==> src/rtl/mu0_pkg.sv <==
// Shared opcode numbering, controller state encoding and the decoded-opcode bundle
// used by the MU0 control unit and its opcode decoder.
package mu0_pkg;

  localparam int OP_LDA = 0;
  localparam int OP_STA = 1;
  localparam int OP_ADD = 2;
  localparam int OP_SUB = 3;
  localparam int OP_JMP = 4;
  localparam int OP_JMI = 5;
  localparam int OP_JEQ = 6;
  localparam int OP_STP = 7;
  localparam int OP_LDI = 8;
  localparam int OP_LSR = 10;
  localparam int OP_ASR = 11;

  typedef enum logic [2:0] {
    ST_FETCH = 3'd0,
    ST_EXEC1 = 3'd1,
    ST_EXEC2 = 3'd2,
    ST_SHIFT = 3'd3,
    ST_HALT  = 3'd4
  } state_t;

  typedef struct packed {
    logic lda;
    logic sta;
    logic add;
    logic sub;
    logic jmp;
    logic jmi;
    logic jeq;
    logic stp;
    logic ldi;
    logic lsr;
    logic asr;
    logic nop;
  } op_dec_t;

endpackage

==> src/rtl/mu0_opdecode.sv <==
// One-hot decode of the MU0 opcode field; unassigned opcodes decode as NOP.
module mu0_opdecode
  import mu0_pkg::*;
#(
  parameter int OPC_W = 4
) (
  input  logic [OPC_W-1:0] opc,
  output op_dec_t          dec
);

  always_comb begin
    dec = '0;
    case (opc)
      OPC_W'(OP_LDA): dec.lda = 1'b1;
      OPC_W'(OP_STA): dec.sta = 1'b1;
      OPC_W'(OP_ADD): dec.add = 1'b1;
      OPC_W'(OP_SUB): dec.sub = 1'b1;
      OPC_W'(OP_JMP): dec.jmp = 1'b1;
      OPC_W'(OP_JMI): dec.jmi = 1'b1;
      OPC_W'(OP_JEQ): dec.jeq = 1'b1;
      OPC_W'(OP_STP): dec.stp = 1'b1;
      OPC_W'(OP_LDI): dec.ldi = 1'b1;
      OPC_W'(OP_LSR): dec.lsr = 1'b1;
      OPC_W'(OP_ASR): dec.asr = 1'b1;
      default:        dec.nop = 1'b1;
    endcase
  end

endmodule

==> src/rtl/mu0_control.sv <==
// MU0 control FSM: sequences fetch, execute, multi-cycle shifts and halt,
// producing the datapath strobes combinationally from state, IR and status inputs.
//
// state | meaning
// FETCH | wait for instruction read, load IR on MEM_READY
// EXEC1 | first execute cycle; completes most instructions, first shift
// EXEC2 | operand read for LDA/ADD/SUB, waits on MEM_READY
// SHIFT | remaining shift cycles, counter holds shifts still to do
// HALT  | stopped until reset
module mu0_control
  import mu0_pkg::*;
#(
  parameter int DATA_W  = 16,
  parameter int OPC_W   = 4,
  parameter int SHAMT_W = 4
) (
  input  logic              CLOCK,
  input  logic              RESET_N,
  input  logic [DATA_W-1:0] IR,
  input  logic              EQ,
  input  logic              MI,
  input  logic              SKIP,
  input  logic              MEM_READY,
  output logic              FETCH,
  output logic              EXEC1,
  output logic              EXEC2,
  output logic              SHIFT,
  output logic              HALTED,
  output logic              IR_LOAD,
  output logic              Wren,
  output logic              MUX1,
  output logic              MUX3,
  output logic              EXTRA,
  output logic              PC_sload,
  output logic              PC_cnt_en,
  output logic              ACC_EN,
  output logic              ACC_LOAD,
  output logic              ACC_SHIFTIN,
  output logic              ADDSUB,
  output logic              MUX3_useAllBits
);

  state_t               state_q, state_d;
  logic [SHAMT_W-1:0]   cnt_q, cnt_d;
  op_dec_t              op;
  logic [SHAMT_W-1:0]   shamt;
  logic [SHAMT_W-1:0]   shamt_m1;
  logic                 shift_last;
  logic                 jump_go;
  logic                 unused_ir;

  mu0_opdecode #(.OPC_W(OPC_W)) u_opdecode (
    .opc (IR[DATA_W-1 -: OPC_W]),
    .dec (op)
  );

  assign shamt      = IR[SHAMT_W-1:0];
  // A zero shift count still performs one shift.
  assign shamt_m1   = (shamt == '0) ? '0 : shamt - SHAMT_W'(1);
  assign shift_last = (shamt_m1 == '0);
  assign jump_go    = (op.jmp | (op.jmi & MI) | (op.jeq & EQ)) & ~SKIP;
  assign unused_ir  = ^IR[DATA_W-OPC_W-1:SHAMT_W];

  assign FETCH  = (state_q == ST_FETCH);
  assign EXEC1  = (state_q == ST_EXEC1);
  assign EXEC2  = (state_q == ST_EXEC2);
  assign SHIFT  = (state_q == ST_SHIFT);
  assign HALTED = (state_q == ST_HALT);

  always_ff @(posedge CLOCK or negedge RESET_N) begin
    if (!RESET_N) begin
      state_q <= ST_FETCH;
      cnt_q   <= '0;
    end else begin
      state_q <= state_d;
      cnt_q   <= cnt_d;
    end
  end

  always_comb begin
    state_d         = state_q;
    cnt_d           = cnt_q;
    IR_LOAD         = 1'b0;
    Wren            = 1'b0;
    MUX1            = 1'b0;
    MUX3            = 1'b0;
    EXTRA           = 1'b0;
    PC_sload        = 1'b0;
    PC_cnt_en       = 1'b0;
    ACC_EN          = 1'b0;
    ACC_LOAD        = 1'b0;
    ACC_SHIFTIN     = 1'b0;
    ADDSUB          = 1'b0;
    MUX3_useAllBits = 1'b0;

    case (state_q)
      ST_FETCH: begin
        // Reset holds the state in FETCH, so gating here keeps every strobe low in reset.
        if (MEM_READY) begin
          IR_LOAD = RESET_N;
          state_d = ST_EXEC1;
        end
      end

      ST_EXEC1: begin
        if (op.lda | op.add | op.sub) begin
          MUX1    = 1'b1;
          EXTRA   = 1'b1;
          state_d = ST_EXEC2;
        end else if (op.sta) begin
          MUX1 = 1'b1;
          Wren = ~SKIP;
          if (MEM_READY) begin
            PC_cnt_en = 1'b1;
            state_d   = ST_FETCH;
          end
        end else if (op.jmp | op.jmi | op.jeq) begin
          PC_sload  = jump_go;
          PC_cnt_en = ~jump_go;
          state_d   = ST_FETCH;
        end else if (op.stp) begin
          if (SKIP) begin
            PC_cnt_en = 1'b1;
            state_d   = ST_FETCH;
          end else begin
            state_d = ST_HALT;
          end
        end else if (op.ldi) begin
          MUX3      = 1'b1;
          ACC_EN    = ~SKIP;
          ACC_LOAD  = ~SKIP;
          PC_cnt_en = 1'b1;
          state_d   = ST_FETCH;
        end else if (op.lsr | op.asr) begin
          if (SKIP) begin
            PC_cnt_en = 1'b1;
            state_d   = ST_FETCH;
          end else begin
            ACC_EN          = 1'b1;
            MUX3_useAllBits = 1'b1;
            ACC_SHIFTIN     = op.asr & MI;
            cnt_d           = shamt_m1;
            if (shift_last) begin
              PC_cnt_en = 1'b1;
              state_d   = ST_FETCH;
            end else begin
              state_d = ST_SHIFT;
            end
          end
        end else begin
          PC_cnt_en = 1'b1;
          state_d   = ST_FETCH;
        end
      end

      ST_EXEC2: begin
        // Operand address stays selected until the read completes.
        MUX1 = 1'b1;
        if (MEM_READY) begin
          PC_cnt_en       = 1'b1;
          ACC_EN          = ~SKIP;
          ACC_LOAD        = ~SKIP;
          ADDSUB          = op.add & ~SKIP;
          MUX3            = op.lda;
          MUX3_useAllBits = op.lda;
          state_d         = ST_FETCH;
        end
      end

      ST_SHIFT: begin
        ACC_EN          = 1'b1;
        MUX3_useAllBits = 1'b1;
        ACC_SHIFTIN     = op.asr & MI;
        cnt_d           = cnt_q - SHAMT_W'(1);
        if (cnt_q <= SHAMT_W'(1)) begin
          PC_cnt_en = 1'b1;
          cnt_d     = '0;
          state_d   = ST_FETCH;
        end
      end

      ST_HALT: begin
        state_d = ST_HALT;
      end

      default: begin
        state_d = ST_FETCH;
        cnt_d   = '0;
      end
    endcase
  end

endmodule

==> config.mk <==
export PLATFORM = sky130hd
export DESIGN_NAME = mu0_control
export DESIGN_NICKNAME = d
export VERILOG_FILES = /design/src/rtl/mu0_pkg.sv /design/src/rtl/mu0_opdecode.sv /design/src/rtl/mu0_control.sv
export SDC_FILE = /design/constraint.sdc
export NUM_CORES = 1
export LEC_CHECK = 0
export BUFFER_PORTS_ARGS = -buffer_cell sky130_fd_sc_hd__buf_2
export CAP_MARGIN = 20
export CELL_PAD_IN_SITES_DETAIL_PLACEMENT = 1
export CELL_PAD_IN_SITES_GLOBAL_PLACEMENT = 2
export CORE_UTILIZATION = 20
export DETAILED_ROUTE_END_ITERATION = 12
export PLACE_DENSITY = 0.83
export SLEW_MARGIN = 20
export SYNTH_ARGS = -nofsm -noshare
export SYNTH_HDL_FRONTEND = slang
export SYNTH_SLANG_ARGS = --single-unit
export TNS_END_PERCENT = 30
==> constraint.sdc <==
create_clock -name CLOCK -period 1.65 [get_ports CLOCK]
set_input_delay 0.165 -clock CLOCK [delete_from_list [all_inputs] [get_ports CLOCK]]
set_output_delay 0.165 -clock CLOCK [all_outputs]
set_load 0.01 [all_outputs]
==> flow_summary.toml, run 1 <==
[setup_path]
crit_path_max_fanout = 5
crit_required_ns = 1.48
cp-start-kind = "flip-flop"
crit_arrival_ns = 1.68
crit_type = "flip-flop to primary output"
cpPeakStageDelay_ns = 0.45
r2r_slack_ns = 0.01
slowest_stage = "or3b_4"
path_delay_family = "simple AND/OR/NAND/NOR gates"
path_cells = "or3b_4 > clkinv_4 > nand2_4 > nor4_4 > buf_2"
crit_path_end_kind = "primary output"
cp.buffers_inverters = 2

[clock_tree]
cts_buffer_depth = 2
ctsHtreeMaxLevel = 1
root_buffer = "clkbuf_4"
clkSlewWorstSetupHoldPaths_ns = 0.05
cts_buffers = 3
clkLatencyLatePin_ns = 0.24
clock-sinks = 7
cts_tree = "built"

[layout]
diodes = 0
syn_to_final_growth_pct = 54.11
final_area_um2 = 1126
multi_input_area_um2 = 560.5
finalNetCount = 164
layout.area.seq_um2 = 177.7
drive_above_1_share_pct = 47.48
fillCellCount = 451

[route]
highest_layer = "met4"
first_pass_iters = 4
drtAntennaViolNets = 0
wl_per_cell_um = 15.05
via_per_inst = 4.897
wl_met2_um = 1372
wl_met3_um = 67
drt-initial-drc-count = 11
vias = 906
routed_wirelength_um = 2784
wl_met1_um = 1331
drc = 0

[synth]
synth_area_leaders = "dfrtp_1, o21ai_0, a21oi_1"
yosys.area_share.simple_pct = 31.51
synth_xor_area_share_pct = 0
yosysUniqueCellTypes = 42
avgSynthCellArea_um2 = 7.857
async_flop_share_pct = 100.0
synth_nets = 117
synth_top_family_by_area = "compound AO/OA/AOI/OAI gates"
synthAdderAreaFrac_pct = 3.425
synth.top_cell.area_share_pct = 23.97
yosysSeqAreaShare_pct = 23.97
synthMuxAreaShare_pct = 1.370
ys_ff_latch = 7
ys.flop_type = "dfrtp_1"
synth_area_um2 = 730.7
ys_warn_count = 0
yosys.area.top_type = "dfrtp_1"
synth_compound_area_share_pct = 32.53
synth_common_cells = "o21ai_0, nor2_1, dfrtp_1, inv_1, a21oi_1"
synthesis.instances = 93
synth_edf_count = 0
post-synth-top-count-cell = "o21ai_0"

[floorplanning]
pin_count = 39
die_w_um = 62.45
die_h_um = 62.45
fp.coreArea_um2 = 3416
dieArea_um2 = 3899
rows = 21
start_util_pct = 21.39

[timing]
finalSetupViolCount = 10
period_share_pct = 111.9
rsz0062_at_grt = "true"
tightest_slew_ns = 0.3608
slew_headroom_pct = 75.69
worst_slack_ns = -0.1964
fmax_ghz = 0.5416
fin_skew_ns = 0.002745
period_minus_slack_ns = 1.846
final.setup.tns_ns = -1.331
whs_ns = 0.2386
hold_viol_final = 0
slew_violations = 0

[global_routing]
grt_overflow_total = 0
grt_pass1_wl_um = 4533
grt_pass1_vias = 940
grt_max_degree = 11
gr-usage-all-layers_pct = 14.51
antenna_found_initial = 0

[outcome]
violations = "setup timing"
outcome = "finished with violations"

[power]
cellPowerDensity_nw_per_um2 = 1336
vdd_ir_drop_max_mv = 0.4114
p_leak_uw = 0.0005352

[place]
place_hpwl_um = 2106
placed_area_um2 = 958.4
io_buffers = 30
gp_congestion = 0.8771

[flow_run]
max_cap_violations = 0

[hold_path]
min_path_type = "primary input to flip-flop"
==> cells by family after synthesis <==
kind of cell | after synthesis
DFF | 7
buffers and inverters | 11
muxes | 1
and+or+nand+nor | 38
adders and majority gates | 2
AOI/OAI and AO/OA | 34
==> final cells by class <==
type                       count  share of cell area (%)
multi-input combinational     75                   49.78
timing repair buffer          45                   23.89
sequential                     7                   15.78
tap                           46                   5.111
inverter                       8                   3.111
clock buffer                   4                   2.333
==> tightest hold or removal path: stages <==
cell and delay, ns:
buf_2 0.13, a21oi_1 0.06, o21ai_0 0.08
==> sequential cells by signal (all words and copies together), names as in the netlist <==
| signal | flops |
|---|---|
| cnt_q | 4 |
| state_q | 3 |
==> cell usage in the layout, fill, tap and decap left out, types with 2 or more instances in the layout <==
master	netlist	final
o21ai_1	1	2
a21oi_1	6	6
dfrtp_1	7	5
inv_1	7	6
o21ai_0	9	7
nand2_1	5	5
a31oi_1	2	2
nor3_1	3	2
nor3b_1	3	2
clkbuf_4	0	3
o31a_1	2	2
nor2_2	1	3
buf_2	2	30
dfrtp_2	0	2
a2bb2oi_1	2	2
nor4b_1	2	2
nor2_1	8	6
buf_4	1	13
nor2b_1	4	4
==> worst paths after layout <==
kind,startpoint,to,cells after the start
worst max-delay path,state_q[2]$_DFFE_PN0P_,Wren,5
min in group asynchronous,RESET_N,state_q[1]$_DFFE_PN0P_,2
max in group asynchronous,RESET_N,state_q[0]$_DFFE_PN0P_,2
worst min register to register,cnt_q[1]$_DFFE_PN0P_,cnt_q[1]$_DFFE_PN0P_,2
worst min-delay path,MEM_READY,state_q[0]$_DFFE_PN0P_,3
worst max register to register,cnt_q[0]$_DFFE_PN0P_,cnt_q[3]$_DFFE_PN0P_,7
==> stage by stage <==
stage / setup WS, ns / util (%) / total power (uW) / instances
3_3_place_gp: 0.04706 / 28.06 / 1062 / 171
4_1_cts: -0.1439 / 31.21 / 1392 / 181
6_report: -0.1964 / 32.97 / 1504 / 185
2_1_floorplan: 0.09312 / - / 794.5 / 93
5_1_grt: -0.2741 / 32.97 / 1610 / 185
3_5_place_dp: 0.02708 / 28.06 / 1116 / 171
==> routing by layer <==
metal,vias up,track usage [%]
met1,451,18.26
met2,11,25.41
met4,0,3.488
li1,442,-
met3,2,2.555
met5,-,0
==> power breakdown <==
part	switching, uW	leakage, uW	internal, uW
Combinational	526	0.000431	494
Clock	60.6	0.0000150	92.1
Sequential	94.6	0.0000893	236
Total	682	0.000535	822
==> repair_timing <==
action                     CTS  global route
hold buffers                 1             0
gates cloned                 0             0
pin swaps                    2             5
resized for setup           12             6
hold endpoints to repair     7             0
setup endpoints to repair   10            15
setup buffers                5             4
Note: power is estimated with default switching activity, not from simulation.
==> run 2: changes to the inputs <==
--- a/config.mk
+++ b/config.mk
@@ -6,12 +6,12 @@
 export NUM_CORES = 1
 export LEC_CHECK = 0
 export BUFFER_PORTS_ARGS = -buffer_cell sky130_fd_sc_hd__buf_2
-export CAP_MARGIN = 20
+export CAP_MARGIN = 15
 export CELL_PAD_IN_SITES_DETAIL_PLACEMENT = 1
 export CELL_PAD_IN_SITES_GLOBAL_PLACEMENT = 2
 export CORE_UTILIZATION = 20
 export DETAILED_ROUTE_END_ITERATION = 12
-export PLACE_DENSITY = 0.83
+export PLACE_DENSITY = 0.76
 export SLEW_MARGIN = 20
 export SYNTH_ARGS = -nofsm -noshare
 export SYNTH_HDL_FRONTEND = slang
==> flow_summary.toml, run 2 (synthesis results as in run 1) <==
[outcome]
outcome = "finished with violations"
violations = "setup timing"

[clock_tree]
ctsHtreeMaxLevel = 1
cts_buffer_depth = 2
clkLatencyLatePin_ns = 0.25
cts_tree = "built"
root_buffer = "clkbuf_4"
cts_buffers = 3
clkSlewWorstSetupHoldPaths_ns = 0.06
clock-sinks = 7

[timing]
worst_slack_ns = -0.1241
period_minus_slack_ns = 1.774
slew_violations = 0
slew_headroom_pct = 74.71
hold_viol_final = 0
fmax_ghz = 0.5637
fin_skew_ns = 0.004346
finalSetupViolCount = 11
tightest_slew_ns = 0.3765
rsz0062_at_grt = "true"
period_share_pct = 107.5

[setup_path]
crit_arrival_ns = 1.61
critical_path_depth = 4
r2r_cells = 8
slowest_stage = "dfrtp_2"
path_cells = "or3b_4 > a21oi_1 > a311o_1 > buf_2"
crit_required_ns = 1.48
crit_path_end_kind = "primary output"
crit_type = "flip-flop to primary output"
cp.buffers_inverters = 1
cpPeakStageDelay_ns = 0.45
crit_path_max_fanout = 7
path_delay_family = "flip-flops"
cp-start-kind = "flip-flop"

[layout]
layout.area.seq_um2 = 177.7
fillCellCount = 433
largestRegisters = "cnt_q: 4 flops, state_q: 3 flops"
fin_util_pct = 33.41
diodes = 0
drive_above_1_share_pct = 51.77
finalNetCount = 166
largest_register_ffs = 4
final_common_cell = "buf_2"
stdcell_count = 187
final_area_um2 = 1141
syn_to_final_growth_pct = 56.16
final_cell_mix = "buf_2, buf_4, a21oi_1, o21ai_0"
regMostFlops = "cnt_q"
multi_input_area_um2 = 564.3

[floorplanning]
pin_count = 39
start_util_pct = 21.39
die_h_um = 62.45
rows = 21
fp.coreArea_um2 = 3416
die_w_um = 62.45
dieArea_um2 = 3899

[route]
wl_per_cell_um = 13.74
via_per_inst = 4.963
drt-initial-drc-count = 14
routed_wirelength_um = 2570
drtAntennaViolNets = 0
vias = 928
drc = 0
first_pass_iters = 4

[flow_run]
max_cap_violations = 0

[hold_path]
min_path_type = "primary input to flip-flop"
worstHoldPathCells = 3

[place]
gp_congestion = 0.8167
placed_area_um2 = 988.4
io_buffers = 30
placed_cells = 175
place_hpwl_um = 1944
pre_cts_slack_ns = 0.02825

[global_routing]
grt_overflow_total = 0
gr-usage-all-layers_pct = 13.34
grt_pass1_vias = 938
antenna_found_initial = 0
grt_pass1_wl_um = 4319
grt_max_degree = 11

[power]
vdd_ir_drop_max_mv = 0.5102
total_power_uw = 1551
p_leak_uw = 0.0005442
cellPowerDensity_nw_per_um2 = 1360
## run 2: metrics by stage
| step | setup TNS, ns | hold slack [ns] |
|---|---|---|
| finish | -0.6815 | 0.2303 |
| global route | -1.663 | 0.2466 |
| CTS | -0.8081 | 0.2374 |
| detailed placement | 0 | 0.01303 |
| global placement | 0 | 0.01639 |
| floorplan | 0 | -0.1306 |
## run 2: final timing paths
check	start	end	slack, ns
worst max-delay path	state_q[2]$_DFFE_PN0P_	PC_cnt_en	-0.12
worst min-delay path	MEM_READY	state_q[0]$_DFFE_PN0P_	0.23
worst max register to register	cnt_q[0]$_DFFE_PN0P_	state_q[1]$_DFFE_PN0P_	-0.04
worst min register to register	cnt_q[3]$_DFFE_PN0P_	cnt_q[3]$_DFFE_PN0P_	0.66
max in group asynchronous	RESET_N	state_q[2]$_DFFE_PN0P_	1.19
min in group asynchronous	RESET_N	cnt_q[3]$_DFFE_PN0P_	0.27
## run 2: report_power, final
part           leakage, uW  switching [uW]  internal, uW
Combinational     0.000440             540           529
Clock            0.0000150            70.1          92.7
Sequential       0.0000893            83.6           235
Total             0.000544             694           857
## run 2: timing repair
action | CTS | global route
hold buffers | 1 | 0
gates cloned | 0 | 0
endpoints found under the hold margin | 7 | 0
pin swaps | 5 | 5
gates resized for setup | 13 | 9
endpoints found under the setup margin | 9 | 17
buffers inserted | 5 | 2
## run 2: layer usage
metal  wire length (um)  GRT usage (%)  vias up
li1                   -              -      451
met1               1284          17.79      462
met2               1246          23.37       15
met3                 39          1.095        0
met4                  0          2.616        0
met5                  0              0        -
## run 2: final cells by class
cell class                      count  share of cell area, %
Multi-Input combinational cell     75                  49.45
Sequential cell                     7                  15.57
Timing Repair Buffer               47                  24.56
Clock buffer                        4                  2.303
Inverter                            8                  3.070
Tap cell                           46                  5.044
## run 2: worst reg2reg max path, stage by stage, from the launching register on
cell	delay [ns]
dfrtp_1	0.38
inv_1	0.09
ha_2	0.19
nor2_2	0.05
buf_4	0.14
o31ai_4	0.19
buf_4	0.15
o21ai_0	0.07
a311o_2	0.31
